## config.mk

```make
export PLATFORM = sky130hd
export DESIGN_NAME = wbp2classic
export DESIGN_NICKNAME = d
export VERILOG_FILES = /design/src/rtl/wbp2classic.sv
export SDC_FILE = /design/constraint.sdc
export NUM_CORES = 1
export LEC_CHECK = 0
export ABC_AREA = 1
export BUFFER_PORTS_ARGS = -buffer_cell sky130_fd_sc_hd__buf_4
export CAP_MARGIN = 40
export CORE_MARGIN = 4
export CORE_UTILIZATION = 40
export CTS_BUF_LIST = sky130_fd_sc_hd__clkbuf_4 sky130_fd_sc_hd__clkbuf_8
export CTS_CLUSTER_SIZE = 10
export DETAILED_ROUTE_END_ITERATION = 6
export GPL_ROUTABILITY_DRIVEN = 1
export PLACE_DENSITY = 0.61
export REMOVE_ABC_BUFFERS = 1
export SYNTH_ARGS = -nofsm -noshare
export SYNTH_HDL_FRONTEND = slang
export SYNTH_SLANG_ARGS = --single-unit
```

## constraint.sdc

```tcl
create_clock -name i_clk -period 6.2 [get_ports i_clk]
set_input_delay 0.62 -clock i_clk [delete_from_list [all_inputs] [get_ports i_clk]]
set_output_delay 0.62 -clock i_clk [all_outputs]
set_load 0.03 [all_outputs]
```

## src/rtl/wbp2classic.sv

```systemverilog
// Wishbone pipelined-slave to classic-master bridge: requests are queued in a
// small FIFO and replayed one at a time as classic strobe/ack cycles.
module wbp2classic #(
    parameter int AW     = 12,
    parameter int DW     = 32,
    parameter int LGFIFO = 2
) (
    input  logic            i_clk,
    input  logic            i_reset,
    // Pipelined (upstream) side
    input  logic            i_scyc,
    input  logic            i_sstb,
    input  logic            i_swe,
    input  logic [AW-1:0]   i_saddr,
    input  logic [DW-1:0]   i_sdata,
    input  logic [DW/8-1:0] i_ssel,
    output logic            o_sstall,
    output logic            o_sack,
    output logic [DW-1:0]   o_sdata,
    output logic            o_serr,
    // Classic (downstream) side
    output logic            o_mcyc,
    output logic            o_mstb,
    output logic            o_mwe,
    output logic [AW-1:0]   o_maddr,
    output logic [DW-1:0]   o_mdata,
    output logic [DW/8-1:0] o_msel,
    output logic [2:0]      o_mcti,
    output logic [1:0]      o_mbte,
    input  logic            i_mack,
    input  logic            i_merr,
    input  logic [DW-1:0]   i_mdata,
    // Debug view of the transaction FSM
    output logic [1:0]      o_dbg_state
);

    localparam int SW    = DW / 8;
    localparam int FW    = 1 + AW + DW + SW;
    localparam int DEPTH = 1 << LGFIFO;

    localparam logic [1:0] IDLE    = 2'd0;
    localparam logic [1:0] BUSY    = 2'd1;
    localparam logic [1:0] ERRHOLD = 2'd2;

    logic [1:0]      state, state_nxt;
    logic [FW-1:0]   fifo_mem [0:DEPTH-1];
    logic [FW-1:0]   fifo_head;
    logic [LGFIFO:0] wr_ptr, rd_ptr;
    logic            fifo_full, fifo_empty;
    logic            push, pop, flush, retire, raise_err;

    // Handshake: upstream request transfers on a cycle with i_scyc && i_sstb
    // && !o_sstall; downstream transfer completes on any cycle o_mstb is high
    // and i_mack (or i_merr) is sampled high.
    assign fifo_empty = (wr_ptr == rd_ptr);
    assign fifo_full  = ((wr_ptr ^ rd_ptr) == {1'b1, {LGFIFO{1'b0}}});
    assign fifo_head  = fifo_mem[rd_ptr[LGFIFO-1:0]];

    // Stall uses the registered count only, so a same-cycle pop never frees a slot early
    assign o_sstall   = fifo_full || (state == ERRHOLD);
    assign push       = i_scyc && i_sstb && !o_sstall;

    assign o_mcti      = 3'b000;
    assign o_mbte      = 2'b00;
    assign o_dbg_state = state;

    always_comb begin
        state_nxt = state;
        pop       = 1'b0;
        flush     = 1'b0;
        retire    = 1'b0;
        raise_err = 1'b0;
        if (!i_scyc) begin
            flush     = 1'b1;
            state_nxt = IDLE;
        end else begin
            case (state)
                IDLE: begin
                    if (!fifo_empty) begin
                        pop       = 1'b1;
                        state_nxt = BUSY;
                    end
                end
                BUSY: begin
                    if (i_merr) begin
                        flush     = 1'b1;
                        raise_err = 1'b1;
                        state_nxt = ERRHOLD;
                    end else if (i_mack) begin
                        retire = 1'b1;
                        if (!fifo_empty) begin
                            pop = 1'b1;
                        end else begin
                            state_nxt = IDLE;
                        end
                    end
                end
                ERRHOLD: begin
                    state_nxt = ERRHOLD;
                end
                default: begin
                    state_nxt = IDLE;
                end
            endcase
        end
    end

    // A flush also discards any request pushed on the same edge
    always_ff @(posedge i_clk) begin
        if (i_reset || flush) begin
            wr_ptr <= '0;
            rd_ptr <= '0;
        end else begin
            if (push) begin
                wr_ptr <= wr_ptr + 1'b1;
            end
            if (pop) begin
                rd_ptr <= rd_ptr + 1'b1;
            end
        end
    end

    always_ff @(posedge i_clk) begin
        if (push) begin
            fifo_mem[wr_ptr[LGFIFO-1:0]] <= {i_swe, i_saddr, i_sdata, i_ssel};
        end
    end

    always_ff @(posedge i_clk) begin
        if (i_reset) begin
            state   <= IDLE;
            o_sack  <= 1'b0;
            o_serr  <= 1'b0;
            o_sdata <= '0;
            o_mcyc  <= 1'b0;
            o_mstb  <= 1'b0;
            o_mwe   <= 1'b0;
            o_maddr <= '0;
            o_mdata <= '0;
            o_msel  <= '0;
        end else begin
            state  <= state_nxt;
            o_sack <= retire;
            o_serr <= raise_err;
            if (retire) begin
                o_sdata <= i_mdata;
            end
            if (pop) begin
                o_mcyc <= 1'b1;
                o_mstb <= 1'b1;
                {o_mwe, o_maddr, o_mdata, o_msel} <= fifo_head;
            end else if (state_nxt != BUSY) begin
                o_mcyc <= 1'b0;
                o_mstb <= 1'b0;
            end
        end
    end

endmodule

```

# ---- Word-level counts from Yosys, hierarchy flattened
# Memories as Yosys holds them, arrays and structs flattened. A register that Yosys moved wholly into a read port is not among the register bits.
# Index checks and enable logic that the tools add are counted.
dict set report word_totals {
  regBits 43
  mem_bits_rw 196
  input_bits 87
  out_inout_bits 93
  n_memories 1
}
dict set report classes {
  add_sub_neg 2
  n_eq_ne 5
  muxes 22
  bitwise_logic 2
  reduce_logical 8
}
# memory words width read_ports rd_clocked_by_memory_dff wr line
set mem_list {}
lappend mem_list {fifo_mem 4 49 1 1 1 46} ;# logic [FW-1:0] fifo_mem [0:DEPTH-1];
# operator n
set ops {}
lappend ops {{$mux W1} 15}
lappend ops {{$mux W2} 5}
lappend ops {{$add A3 B1 Y3 const B} 2}
lappend ops {{$pmux W2 S3} 1}
lappend ops {{$eq A3 B3 Y1} 1}
lappend ops {{$eq A3 B3 Y1 const B} 1}
lappend ops {{$xor A3 B3 Y3} 1}
lappend ops {{$eq A2 B1 Y1 const B} 1}
lappend ops {{$eq A2 B2 Y1 const B} 1}
lappend ops {{$logic_and A1 B1 Y1} 2}
lappend ops {{$logic_not A2 Y1} 1}
lappend ops {{$logic_or A1 B1 Y1} 2}
lappend ops {{$ne A2 B1 Y1 const B} 1}
lappend ops {{$pmux W1 S2} 1}
lappend ops {{$reduce_bool A2 Y1} 1}
lappend ops {{$reduce_or A2 Y1} 1}
lappend ops {{$logic_not A1 Y1} 1}
lappend ops {{$not A1 Y1} 1}

# ---- Longest topological paths before layout
dict set report depth {
  depth_word 9
  depth_mapped 10
  mapped_depth_nobuf 8
}

# ---- Worst setup path before layout
# No wires, ideal clock.
dict set report synth_timing {
  path_type {flip-flop to flip-flop}
  startpoint {register state[0] (netlist: o_dbg_state[0])}
  endpoint {memory fifo_mem[0][0] (netlist name), enable pin}
  setup_ps 456
  t_arrival_ps 3058
  required_time_ps 5744
  setup_slack_ps 2686
  stages_incl_launch_ff 5
  n_path_buf 0
  path_cell_list {dfxtp_1 inv_2 nand2_1 nand3_1 nor2_1}
}
dict set report synth_via {
  elab_chain_cells 6
}
# item line
set synth_lines {}
lappend synth_lines {{start, declared} 45} ;# logic [1:0] state, state_nxt;
lappend synth_lines {{start signal, assigned} 142} ;# state <= state_nxt;
lappend synth_lines {{$eq A2 B2 Y1} 60} ;# assign o_sstall = fifo_full || (state == ERRHOLD);
lappend synth_lines {{$logic_or A1 B1 Y1} 60}
lappend synth_lines {{$logic_not A1 Y1} 61} ;# assign push = i_scyc && i_sstb && !o_sstall;
lappend synth_lines {{$logic_and A1 B1 Y1} 61}
lappend synth_lines {{$mux W1} 124} ;# if (push) begin
lappend synth_lines {{$mux W1 (implied by the code)} 125} ;# fifo_mem[wr_ptr[LGFIFO-1:0]] <= {i_swe, i_saddr, i_sdata, i_ssel};
lappend synth_lines {{end, declared} 46}
# Every way passes these cells.

# ---- Final worst setup path
dict set report layout_timing {
  startpoint {register rd_ptr[1]}
  endpoint {memory fifo_mem[3][17] (netlist name), enable pin}
}
dict set report layout_via {
  elab_chain_cells 7
}
# item line
set layout_lines {}
lappend layout_lines {{start, declared} 48} ;# logic [LGFIFO:0] wr_ptr, rd_ptr;
lappend layout_lines {{start signal, assigned} 118} ;# rd_ptr <= rd_ptr + 1'b1;
lappend layout_lines {{$xor A3 B3 Y3} 56} ;# assign fifo_full = ((wr_ptr ^ rd_ptr) == {1'b1, {LGFIFO{1'b0}}});
lappend layout_lines {{$eq A3 B3 Y1} 56}
lappend layout_lines {{$logic_or A1 B1 Y1} 60}
lappend layout_lines {{$logic_not A1 Y1} 61}
lappend layout_lines {{$logic_and A1 B1 Y1} 61}
lappend layout_lines {{$mux W1} 124}
lappend layout_lines {{$mux W1 (implied by the code)} 125}
# Every way passes these cells.

==> flow_metrics.tcl <==
set metrics [dict create \
    outcome "completed" \
    avgRoutedWirePerCell_um 14.4 \
    min_path_cells 1 \
    holdWs_ns 0.268 \
    hold_end "fifo_mem[3][32]" \
    cp_top_family "buffers and inverters" \
    leakage_uw 0.00670 \
    maxSlewViolCount 0 \
    synth_seq_cells 288 \
    reg2reg_slack_ns 2.42 \
    r2r-start "rd_ptr[1]" \
    cp-start-kind "flop" \
    cts_tree "yes" \
    synth_common_cells "328 x nand2_1, 244 x inv_1, 196 x edfxtp_1" \
    worstHoldStart "i_sdata[28]" \
    slowest_stage "nor2_4" \
    drtIter0Drc 351 \
    max-vdd-ir-drop_mv 0.173 \
    area_growth_pct 23.3 \
    synth-adder-area-share_pct 0.519 \
    drv_cap 0 \
    seq_area_frac_synth_pct 64.2 \
    multi_input_area_um2 3100 \
    synthMuxAreaShare_pct 0 \
    ctsRootBufferMaster "clkbuf_8" \
    synth_area_um2 12000 \
    fin_crit_ns 3.78 \
    ff_latch_area_um2 7730 \
    crit_chain "buf_4, inv_2, buf_12, nand2_1, nand2_1, nand3_1, nand3_1, nor2_4, buf_4" \
    rsz0062_at_grt "no" \
    drive_gt1_share_pct 19.3 \
    nNetsFinal 1551 \
    min_path_type "input pin to flop" \
    cts_max_path_buffers 3 \
    clk_pin_slew_ns 0.06 \
    yosysWarnings 0 \
    synth_edf_count 196 \
    first_global_vias 8467 \
    yosysUniqueCellTypes 25 \
    yosys.area.top_type "edfxtp_1" \
    fin_cells 1890 \
    critPathKind "flop to flop" \
    worst_pin_slew_ns 0.774 \
    worst-path-buf-inv 4 \
    place_congestion 0.811 \
    gr-total-overflow 0 \
    hpwl_mm 16.8 \
    yosysMostFrequentCell "nand2_1" \
    fp.dieH_um 182 \
    port_buffers 174 \
    rr_endpoint "fifo_mem[3][17]" \
    skew_ns 0.0200 \
    syn_avg_cell_area_um2 9.39 \
    rows 63 \
    cts_resized 0 \
    core_area_um2 29600 \
    die_x_um 182 \
    syn_inst 1283 \
    drc 0 \
    crit_fanout 53 \
    antenna_found_initial 1 \
    grt_max_degree 67 \
    hold_violations 0 \
    synth_top_family_by_area "simple AND/OR/NAND/NOR gates" \
    post_cts_buffers 0 \
    track_usage_pct 16.3 \
    async_reset_ff_share_pct 0 \
    ys_top_cells_by_area "edfxtp_1 49%, dfxtp_1 15%, nand2_1 10%, inv_1 7.6%, nand3_1 4.3%" \
    setup_tns_ns 0 \
    die_area_um2 32900 \
    routed_via_density 4.55 \
    r2r_cells 9 \
    finalSetupViolCount 0 \
    grt_pass1_wl_mm 43.8 \
    synth_compound_area_share_pct 3.11 \
    slowest_delay_ns 0.74 \
    start_util_pct 40.6 \
    ctsHtreeMaxLevel 2 \
    max_freq_mhz 264 \
    postCtsHoldBufs 0 \
    synth-simple-area-share_pct 21.5 \
    synth_xor_area_share_pct 0.145 \
    drtPass1Iterations 5 \
    endpoint_kind "flop" \
    wirelength_mm 27.3 \
    cts_buffers 49 \
    arrival_ns 3.99 \
    clock_latency_ns 0.56 \
    power.density_nw_per_um2 285 \
    num_io_pins 180 \
    synth_flop_cell "edfxtp_1" \
    synth.top_cell.area_share_pct 48.9 \
    required_ns 6.41 \
    cts.sinks 288 \
    n_antenna_cell 0 \
    fin_crit_sh_pct 61.0 \
    maxSlewHeadroom_pct 48.4 \
    n_fill_cell 2718 \
    antenna_left 0 \
    placedCellCount 1798 \
    num_vias 8607 \
]
-- cell usage in the layout (no fill, tap or decap) --
master / instances
inv_1: 243
dfxtp_1: 90
and2_1: 1
inv_6: 1
nand4_1: 2
clkbuf_8: 59
nand2_1: 328
a21oi_4: 1
dfxtp_2: 1
nand2_2: 1
dfxtp_4: 1
conb_1: 5
a21boi_0: 1
clkbuf_4: 16
nand3b_1: 50
clkinv_2: 6
nor2_2: 1
buf_12: 2
clkinv_4: 1
a21oi_1: 37
o21ai_0: 33
ha_1: 5
xor2_1: 2
nand3_1: 103
buf_16: 4
nor2_4: 4
inv_2: 4
edfxtp_1: 196
nand3_4: 1
nand3_2: 1
bufinv_16: 2
buf_4: 183
inv_8: 1
nor2_1: 107
clkinv_1: 7
-- cells by family after synthesis --
group / count (synthesis)
buffers and inverters: 316
other: 1
AO/OA/AOI/OAI: 72
flip-flops: 288
adder cells (fa/ha/maj): 5
XOR/XNOR: 2
AND/OR/NAND/NOR: 599
-- through the flow --
stage / instance area [µm²] / utilization, % / setup WS, ns / power (µW)
CTS: 14800 / 50.1 / 2.35 / 4300
global placement: 13600 / 46.0 / 2.27 / 2480
global route: 14800 / 50.1 / 2.10 / 4430
floorplan: 11700 / - / -0.0193 / 2340
finish: 14800 / 50.1 / 2.42 / 4240
detailed placement: 13800 / 46.5 / 2.35 / 2490
-- sequential cells by signal, summed over array words and instances (netlist names) --
name,flops
fifo_mem,196
o_dbg_state,2
o_maddr,12
o_mdata,32
o_msel,4
o_mstb,1
o_mwe,1
o_sack,1
o_sdata,32
o_serr,1
rd_ptr,3
wr_ptr,3
-- power breakdown --
part | internal [µW] | switching, µW | total, µW
clock | 1050 | 743 | 1790
sequential | 2100 | 18.9 | 2120
combinational | 125 | 207 | 332
-- per-layer routing --
layer / up-vias / share of wire, % / track usage (%)
met5: - / 0.048 / 0
met1: 3945 / 44 / 20.8
met4: 2 / 2.4 / 5.07
met2: 247 / 48 / 27.7
li1: 4365 / - / -
met3: 48 / 5.7 / 3.87
-- worst max-delay path by stage --
| stage | startpoint | end | slack, ns | cells past startpoint |
|---|---|---|---|---|
| after floorplan | rd_ptr[0] | fifo_mem[0][0] | -0.02 | 6 |
| after global placement | rd_ptr[1] | fifo_mem[3][20] | 2.27 | 8 |
| after detailed placement | rd_ptr[1] | fifo_mem[3][20] | 2.35 | 9 |
| after CTS | rd_ptr[1] | fifo_mem[3][8] | 2.35 | 9 |
| after global routing | rd_ptr[1] | fifo_mem[3][3] | 2.10 | 9 |
| final | rd_ptr[1] | fifo_mem[3][17] | 2.42 | 9 |
-- final cells by class --
type	instances	area share, %
clock buffers	75	6.28
clock inverters	17	0.944
inverters	248	6.28
multi-input cells	683	20.9
flip-flops and latches	288	52.1
well taps	390	3.29
repair buffers	189	10.3
-- worst register-to-register path: stages, from the launching register on --
cell,delay [ns]
dfxtp_2,0.32
buf_4,0.51
inv_2,0.31
buf_12,0.26
nand2_1,0.09
nand2_1,0.10
nand3_1,0.16
nand3_1,0.42
nor2_4,0.74
buf_4,0.52
Power figures use the tool's default switching activity.
